<file path="config.mk">
export PLATFORM = sky130hd
export DESIGN_NAME = hazard_stall_ctrl
export DESIGN_NICKNAME = d
export VERILOG_FILES = /design/src/rtl/hazard_stall_ctrl.sv
export SDC_FILE = /design/constraint.sdc
export NUM_CORES = 1
export LEC_CHECK = 0
export CAP_MARGIN = 20
export CELL_PAD_IN_SITES_DETAIL_PLACEMENT = 1
export CELL_PAD_IN_SITES_GLOBAL_PLACEMENT = 1
export CORE_MARGIN = 3
export CORE_UTILIZATION = 30
export DETAILED_ROUTE_END_ITERATION = 8
export PLACE_DENSITY = 0.86
export SLEW_MARGIN = 15
export SYNTH_ARGS = -nofsm -noshare
export SYNTH_HDL_FRONTEND = slang
export SYNTH_SLANG_ARGS = --single-unit
</file>
<file path="constraint.sdc">
create_clock -name HZ_clk -period 2.1 [get_ports HZ_clk]
set_input_delay 0.315 -clock HZ_clk [delete_from_list [all_inputs] [get_ports HZ_clk]]
set_output_delay 0.315 -clock HZ_clk [all_outputs]
set_load 0.1 [all_outputs]
</file>
<file path="src/rtl/hazard_stall_ctrl.sv">
// Pipeline stall/flush controller: drives every stage enable and bubble in the core.
// Optional divider watchdog enabled by defining HZ_DIV_TIMEOUT_EN.
module hazard_stall_ctrl #(
    parameter int unsigned DIV_MAX_CYCLES = 40
) (
    input  logic        HZ_clk,
    input  logic        HZ_rst_n,
    input  logic        rs1_valid_D,
    input  logic        rs2_valid_D,
    input  logic [4:0]  reg_read_addr_1_D,
    input  logic [4:0]  reg_read_addr_2_D,
    input  logic [4:0]  reg_write_dest_E,
    input  logic        ld_E,
    input  logic        gprs_we_i_E,
    input  logic        PCnew_E,
    input  logic        Div_en_E,
    input  logic        ebreak_E,
    input  logic        div_done,
    input  logic        resume,
    output logic        PC_ce,
    output logic        IF_ID_ce,
    output logic        ID_EX_ce,
    output logic        EX_MEM_ce,
    output logic        IF_ID_nop,
    output logic        ID_EX_nop,
    output logic        div_start,
    output logic        halted,
    output logic [15:0] stall_cnt
`ifdef HZ_DIV_TIMEOUT_EN
    ,
    output logic        div_timeout
`endif
);

    typedef enum logic [1:0] {StRun, StDivBusy, StHalt} state_e;

    state_e      state_q, state_d;
    logic        skip_ebreak_q, skip_ebreak_d;
    logic [15:0] stall_cnt_q;
    logic        lu;
    logic        div_tmo;
    logic        div_release;
    logic        eval_tail;

    assign lu = ld_E & gprs_we_i_E & (reg_write_dest_E != 5'd0) &
                ((rs1_valid_D & (reg_read_addr_1_D == reg_write_dest_E)) |
                 (rs2_valid_D & (reg_read_addr_2_D == reg_write_dest_E)));

    assign div_release = div_done | div_tmo;

    // Ignore the EBREAK still sitting in EX for the one cycle after resume.
    assign skip_ebreak_d = (state_q == StHalt) & resume;

    always_comb begin
        state_d   = state_q;
        PC_ce     = 1'b0;
        IF_ID_ce  = 1'b0;
        ID_EX_ce  = 1'b0;
        EX_MEM_ce = 1'b0;
        IF_ID_nop = 1'b0;
        ID_EX_nop = 1'b0;
        div_start = 1'b0;
        halted    = 1'b0;
        eval_tail = 1'b0;

        unique case (state_q)
            StRun: begin
                if (ebreak_E && !skip_ebreak_q) begin
                    state_d = StHalt;
                end else if (!PCnew_E && Div_en_E) begin
                    div_start = 1'b1;
                    state_d   = StDivBusy;
                end else begin
                    eval_tail = 1'b1;
                end
            end
            StDivBusy: begin
                if (div_release) begin
                    eval_tail = 1'b1;
                    state_d   = StRun;
                end
            end
            StHalt: begin
                halted = 1'b1;
                if (resume) begin
                    state_d = StRun;
                end
            end
            default: state_d = StRun;
        endcase

        // Flush, load-use bubble or free run; shared by RUN and divide release.
        if (eval_tail) begin
            if (PCnew_E) begin
                {PC_ce, IF_ID_ce, ID_EX_ce, EX_MEM_ce} = 4'b1111;
                IF_ID_nop = 1'b1;
                ID_EX_nop = 1'b1;
            end else if (lu) begin
                ID_EX_ce  = 1'b1;
                ID_EX_nop = 1'b1;
                EX_MEM_ce = 1'b1;
            end else begin
                {PC_ce, IF_ID_ce, ID_EX_ce, EX_MEM_ce} = 4'b1111;
            end
        end

        if (!HZ_rst_n) begin
            {PC_ce, IF_ID_ce, ID_EX_ce, EX_MEM_ce} = 4'b0000;
            IF_ID_nop = 1'b0;
            ID_EX_nop = 1'b0;
            div_start = 1'b0;
            halted    = 1'b0;
        end
    end

    always_ff @(posedge HZ_clk or negedge HZ_rst_n) begin
        if (!HZ_rst_n) begin
            state_q       <= StRun;
            skip_ebreak_q <= 1'b0;
            stall_cnt_q   <= 16'd0;
        end else begin
            state_q       <= state_d;
            skip_ebreak_q <= skip_ebreak_d;
            if (!PC_ce && stall_cnt_q != 16'hFFFF) begin
                stall_cnt_q <= stall_cnt_q + 16'd1;
            end
        end
    end

    assign stall_cnt = stall_cnt_q;

`ifdef HZ_DIV_TIMEOUT_EN
    logic [15:0] div_cnt_q;
    logic        div_timeout_q;

    assign div_tmo = (state_q == StDivBusy) && (div_cnt_q == 16'(DIV_MAX_CYCLES));

    always_ff @(posedge HZ_clk or negedge HZ_rst_n) begin
        if (!HZ_rst_n) begin
            div_cnt_q     <= 16'd0;
            div_timeout_q <= 1'b0;
        end else begin
            if (state_q == StDivBusy && !div_release) begin
                div_cnt_q <= div_cnt_q + 16'd1;
            end else begin
                div_cnt_q <= 16'd0;
            end
            if (div_tmo && !div_done) begin
                div_timeout_q <= 1'b1;
            end
        end
    end

    assign div_timeout = div_timeout_q;
`else
    logic unused_div_max;
    assign div_tmo        = 1'b0;
    assign unused_div_max = ^DIV_MAX_CYCLES;
`endif

endmodule
</file>
==> Word-level counts from Yosys, hierarchy flattened <==
Cells that the tools add are included.
{ "totals": {"output_inout_bits": 24, "wordCells": 56, "input_bits": 26, "ff_bits": 19} }
{ "op_classes": {"mux": 28, "eq_ne": 8, "n_bitwise": 7, "n_addsub": 1, "reduce_logical": 9} }
{ "ops": {"columns": ["operator", "count"], "rows": [
  ["$mux 1", 22],
  ["$add 16x1->16 const B", 1],
  ["$ne 16x16->1 const B", 1],
  ["$eq 5x5->1", 2],
  ["$mux 2", 4],
  ["$and 1x1->1", 6],
  ["$pmux 2 s3", 1],
  ["$reduce_bool 5->1", 1],
  ["$ne 2x2->1 const B", 2],
  ["$logic_and 1x1->1", 3],
  ["$logic_not 1->1", 3],
  ["$ne 3x3->1 const B", 1],
  ["$reduce_and 3->1", 1],
  ["$eq 2x1->1 const B", 1],
  ["$eq 2x2->1 const B", 1],
  ["$logic_not 2->1", 1],
  ["$pmux 1 s2", 1],
  ["$or 1x1->1", 1]
]} }

==> Logic depth before layout (Yosys ltp) <==
Gate-level depths: netlist of run 1.
{ "depth": {"depth_word": 10, "ltp_mapped": 7, "ltp_nobuf": 6} }

==> Worst setup path before layout of run 1 <==
Ideal clock, no wire load.
{ "synth_path": {"path_type": "register to output", "startpoint": "register state_q[1]", "endpoint": "output port PC_ce", "arrival_ns": 2.731, "stages_incl_launch_ff": 7, "t_required_ns": 1.785, "setup_slack_ns": -0.946, "cell_sequence": "dfrtp_1 > o41ai_1 > and3b_2 > o31ai_4 > buf_6 > inv_1 > buf_4"} }
{ "synth_via": {"elab_chain_len": 4, "word_cells_on_any_way": 5, "classes_between": "eq/ne: 1; mux: 3; reduce/logical: 1"} }
{ "synth_lines": {"columns": ["element", "line", "source"], "rows": [
  ["start, declared", "37", "state_e state_q, state_d;"],
  ["start signal, assigned", "118", "state_q <= StRun;"],
  ["start signal, assigned", "122", "state_q <= state_d;"],
  ["$eq 2x1->1 / $logic_not 2->1 (equally long branches)", "66", "unique case (state_q)"],
  ["$pmux 1 s2 *", "66", null],
  ["$mux 1 * (2 in series)", null, null],
  ["end, declared", "20", "output logic PC_ce,"]
]} }
Every way passes the cells marked *; elsewhere a longest branch is shown, timed or not.

==> Final worst setup path of run 1 <==
{ "layout_path": {"startpoint": "input port reg_read_addr_1_D[2]", "endpoint": "output port PC_ce"} }
{ "layout_via": {"elab_chain_len": 8} }
{ "layout_lines": {"columns": ["element", "line", "source"], "rows": [
  ["start, declared", "10", "input logic [4:0] reg_read_addr_1_D,"],
  ["$eq 5x5->1", "46", "((rs1_valid_D & (reg_read_addr_1_D == reg_write_dest_E)) |"],
  ["$and 1x1->1", "46", null],
  ["$or 1x1->1", "46", null],
  ["$and 1x1->1", "45", "assign lu = ld_E & gprs_we_i_E & (reg_write_dest_E != 5'd0) &"],
  ["$mux 1", "98", "end else if (lu) begin"],
  ["$mux 1", "94", "if (PCnew_E) begin"],
  ["$mux 1", "93", "if (eval_tail) begin"],
  ["$mux 1", "107", "if (!HZ_rst_n) begin"]
]} }
No other way between the ends.

==> results of run 1 <==
-- final cells by class --
type / count / area share, %
Multi-Input combinational cell: 86 / 35.8
Timing Repair Buffer: 67 / 32.3
Sequential cell: 19 / 26.1
Tap cell: 46 / 2.94
Clock buffer: 4 / 2.30
Inverter: 2 / 0.576
-- where the power goes --
group	leakage [nW]	internal, mW	switching, mW
Sequential	0.227	0.476	0.121
Clock	0.0228	0.135	0.121
Combinational	0.612	0.364	0.824
Total	0.862	0.975	1.07
-- worst max-delay path by stage --
stage | end | slack (ps) | cells past startpoint
2_1_floorplan | PC_ce | -410 | 7
3_3_place_gp | stall_cnt[12]$_DFFE_PN0P_ | -420 | 9
6_report | PC_ce | 2 | 7
3_5_place_dp | stall_cnt[12]$_DFFE_PN0P_ | -490 | 9
5_1_grt | PC_ce | -90 | 7
4_1_cts | PC_ce | 2 | 6
-- registers in the layout, indices dropped and copies added, names as in the netlist --
signal	flops
skip_ebreak_q	1
stall_cnt	16
state_q	2
-- cell families after synthesis --
family | count (synthesis) | synth area share [%]
simple gates | 52 | 26.5
xor+xnor | 24 | 18.6
flops | 19 | 42.0
compound gates | 6 | 5.19
buf+inv | 6 | 3.42
mux | 3 | 3.20
fa+ha+maj | 1 | 1.10
-- cell usage in the layout, fill, tap and decap left out, types with 2 or more instances in the layout --
cell type / instances
nand3_1: 11
and4_1: 2
buf_6: 5
nor2_1: 4
nand4_1: 4
buf_2: 4
clkbuf_8: 3
xor2_1: 6
xnor2_1: 15
buf_4: 33
nand2_1: 8
nor3_1: 2
clkbuf_2: 4
and3_1: 7
xor2_2: 2
clkdlybuf4s50_1: 8
dfrtp_4: 6
nor2b_4: 2
dlygate4sd2_1: 4
dfrtp_1: 4
nor4_2: 2
dfrtp_2: 9
buf_12: 8
-- layer usage --
layer  GRT usage (%)  vias up  part of all wire, %
met2            30.3       46                   52
met5               0        -                    0
li1                -      525                    -
met1            19.6      530                   40
met4            4.05        0                  1.1
met3            3.66        4                  7.0
-- per-stage QoR --
| step | setup slack (ps) | cell area, um^2 | util (%) | setup TNS (ps) |
|---|---|---|---|---|
| 5_1_grt | -94.4 | 1950 | 55.9 | -188 |
| 2_1_floorplan | -413 | 1200 | - | -539 |
| 4_1_cts | 1.56 | 1900 | 54.3 | 0 |
| 3_5_place_dp | -486 | 1830 | 52.5 | -6820 |
| 3_3_place_gp | -416 | 1830 | 52.5 | -5720 |
| 6_report | 2.10 | 1950 | 55.9 | 0 |
-- timing repair --
item / 4_1_cts / 5_1_grt
resized for setup: 51 / 20
endpoints found under the setup margin: 22 / 7
pin swaps: 16 / 12
buffers inserted: 1 / 6
==> results.md, run 1 <==
- Final setup vio count: 0
- Via count: about 1100
- Synth cell types: 36
- Overall routed net length: approximately 3.6 mm
- Hold Crit Class: in -> async
- CP required: approximately 1800 ps
- Inserted Clock Buffers: 3
- Routability cong.: between 0.8 and 0.9
- CP Launch Point: reg_read_addr_1_D[2]
- Worst clock skew: between 1.5 and 2 ps
- Worst-skew pair later-pin latency: 250 ps
- Commonest cells post-synth: 19 x dfrtp_1, 16 x xnor2_1, 11 x nand3_1
- Die X: ~67 um
- FF-to-FF End: stall_cnt[12]$_DFFE_PN0P_
- EDFF count, synth: 0
- Share of layout cells above drive strength 1: around half
- TritonCTS clock tree: built
- Placed cells: about 210
- Peak supply drop: approximately 0.54 mV
- Worst slew margin: about four fifths
- Max Fclk: around 0.48 GHz
- RSZ-0062 raised after global routing: true
- Area growth, synth to finish: 72.6%
- Total chip power: between 2 and 2.5 mW
- Die area: 0.00455 mm^2
- Worst-margin pin slew: about 280 ps
- FF/Latch Area: just over 500 um^2
- Post-synth top area share: a little over two fifths
- Synthesized instance count: approximately 110
- MaxCap Viol Count: 0
- Worst path max stage delay: roughly 300 ps
- Syn Area/Cell: 10.2 um^2
- Initial Util: between 30% and 40%
- DR iter-0 viols: 41
- PortBufs: 49
- Ranking of synthesized cells by area: dfrtp_1 42%, xnor2_1 12%, xor2_1 6.2%, nand3_1 4.9%, and3_1 3.9%
- Clock transition at path regs: ~70 ps
- CP Cell Sequence: buf_6 -> xor2_2 -> nor4_2 -> a32oi_2 -> o31ai_4 -> clkinvlp_4 -> buf_12
- Period Utilization, post-route: 99.9%
- Worst-path maximum fanout: 2
- Critical path class: in -> out
- CTS sink count: 19
- # diodes: 0
- Status: finished, final reports clean
- Leak pwr: roughly 0.86 nW
- First-pass GRT wire length: about 5.7 mm
- Top-count cell post-synth: dfrtp_1
- Clock Path Buffers: 2
- Endpoints failing hold: 0
- Initial antenna violation count: 0
- Reg-to-reg startpoint: stall_cnt[0]$_DFFE_PN0P_
- Crit path capture type: output port
- Leading area contributor after synthesis: dfrtp_1
- Pwr/cell area: around 1000 mW/mm^2
- Gr usage total: 16.6%
- Detailed Place HPWL: roughly 2.8 mm
- # DRC: 0
- Hold_ws: 489 ps
- Area occupied by multi-input gates: 699 um^2
- Fillers: 390
- Ys async rst share: 100%
- Syn_nets: 138
- Hold Buf Count CTS: 0
- Reg2reg path depth: 7
- Post-synth top flop: dfrtp_1
- Vias in the first global route: between 1000 and 1500
- Via/cell ratio: between 4 and 5
- Seq/Total Area, Yosys: 42.0%
- Core box area: 0.00349 mm^2
- Grt total ovfl: 0
- Htree depth: 1
- CTS Root Cell: clkbuf_8
- Synthesized area: between 0.001 and 0.0015 mm^2
- Largest net degree at the start of global routing: 22
- 1st-pass router iterations: 4
- Seq cells post-synth: 19
- Routed Antenna Nets: 0
- Bufs and invs on worst path: 3
- Critical path's slowest cell: o31ai_4
- Die Span Y: about 67 um
- Yosys warning total: 0
- Ports: 50
- FP Rows: 21
- Final cell count without fillers: between 200 and 250
- R2R Setup Slk: approximately 90 ps
- Cell family with most CP delay: buffers and inverters
- Layout Nets: roughly 210
- Tmin final: between 2000 and 2500 ps
- Routed WL per cell: about 16 um
- Pins Over Slew Limit: 0
- Critical Path AT: ~1800 ps
- Startpoint types: input port
Note: power is estimated with default switching activity, not from simulation.
==> run 2: changes to the inputs <==
- CTS_CLUSTER_DIAMETER: default -> 60
==> results of run 2 <==
Final layout, timing and power as in run 1 (identical DEF).
==> run 3: changes to the inputs <==
- CTS_CLUSTER_SIZE: default -> 40
==> results of run 3 <==
Final layout, timing and power as in run 1 (identical DEF).
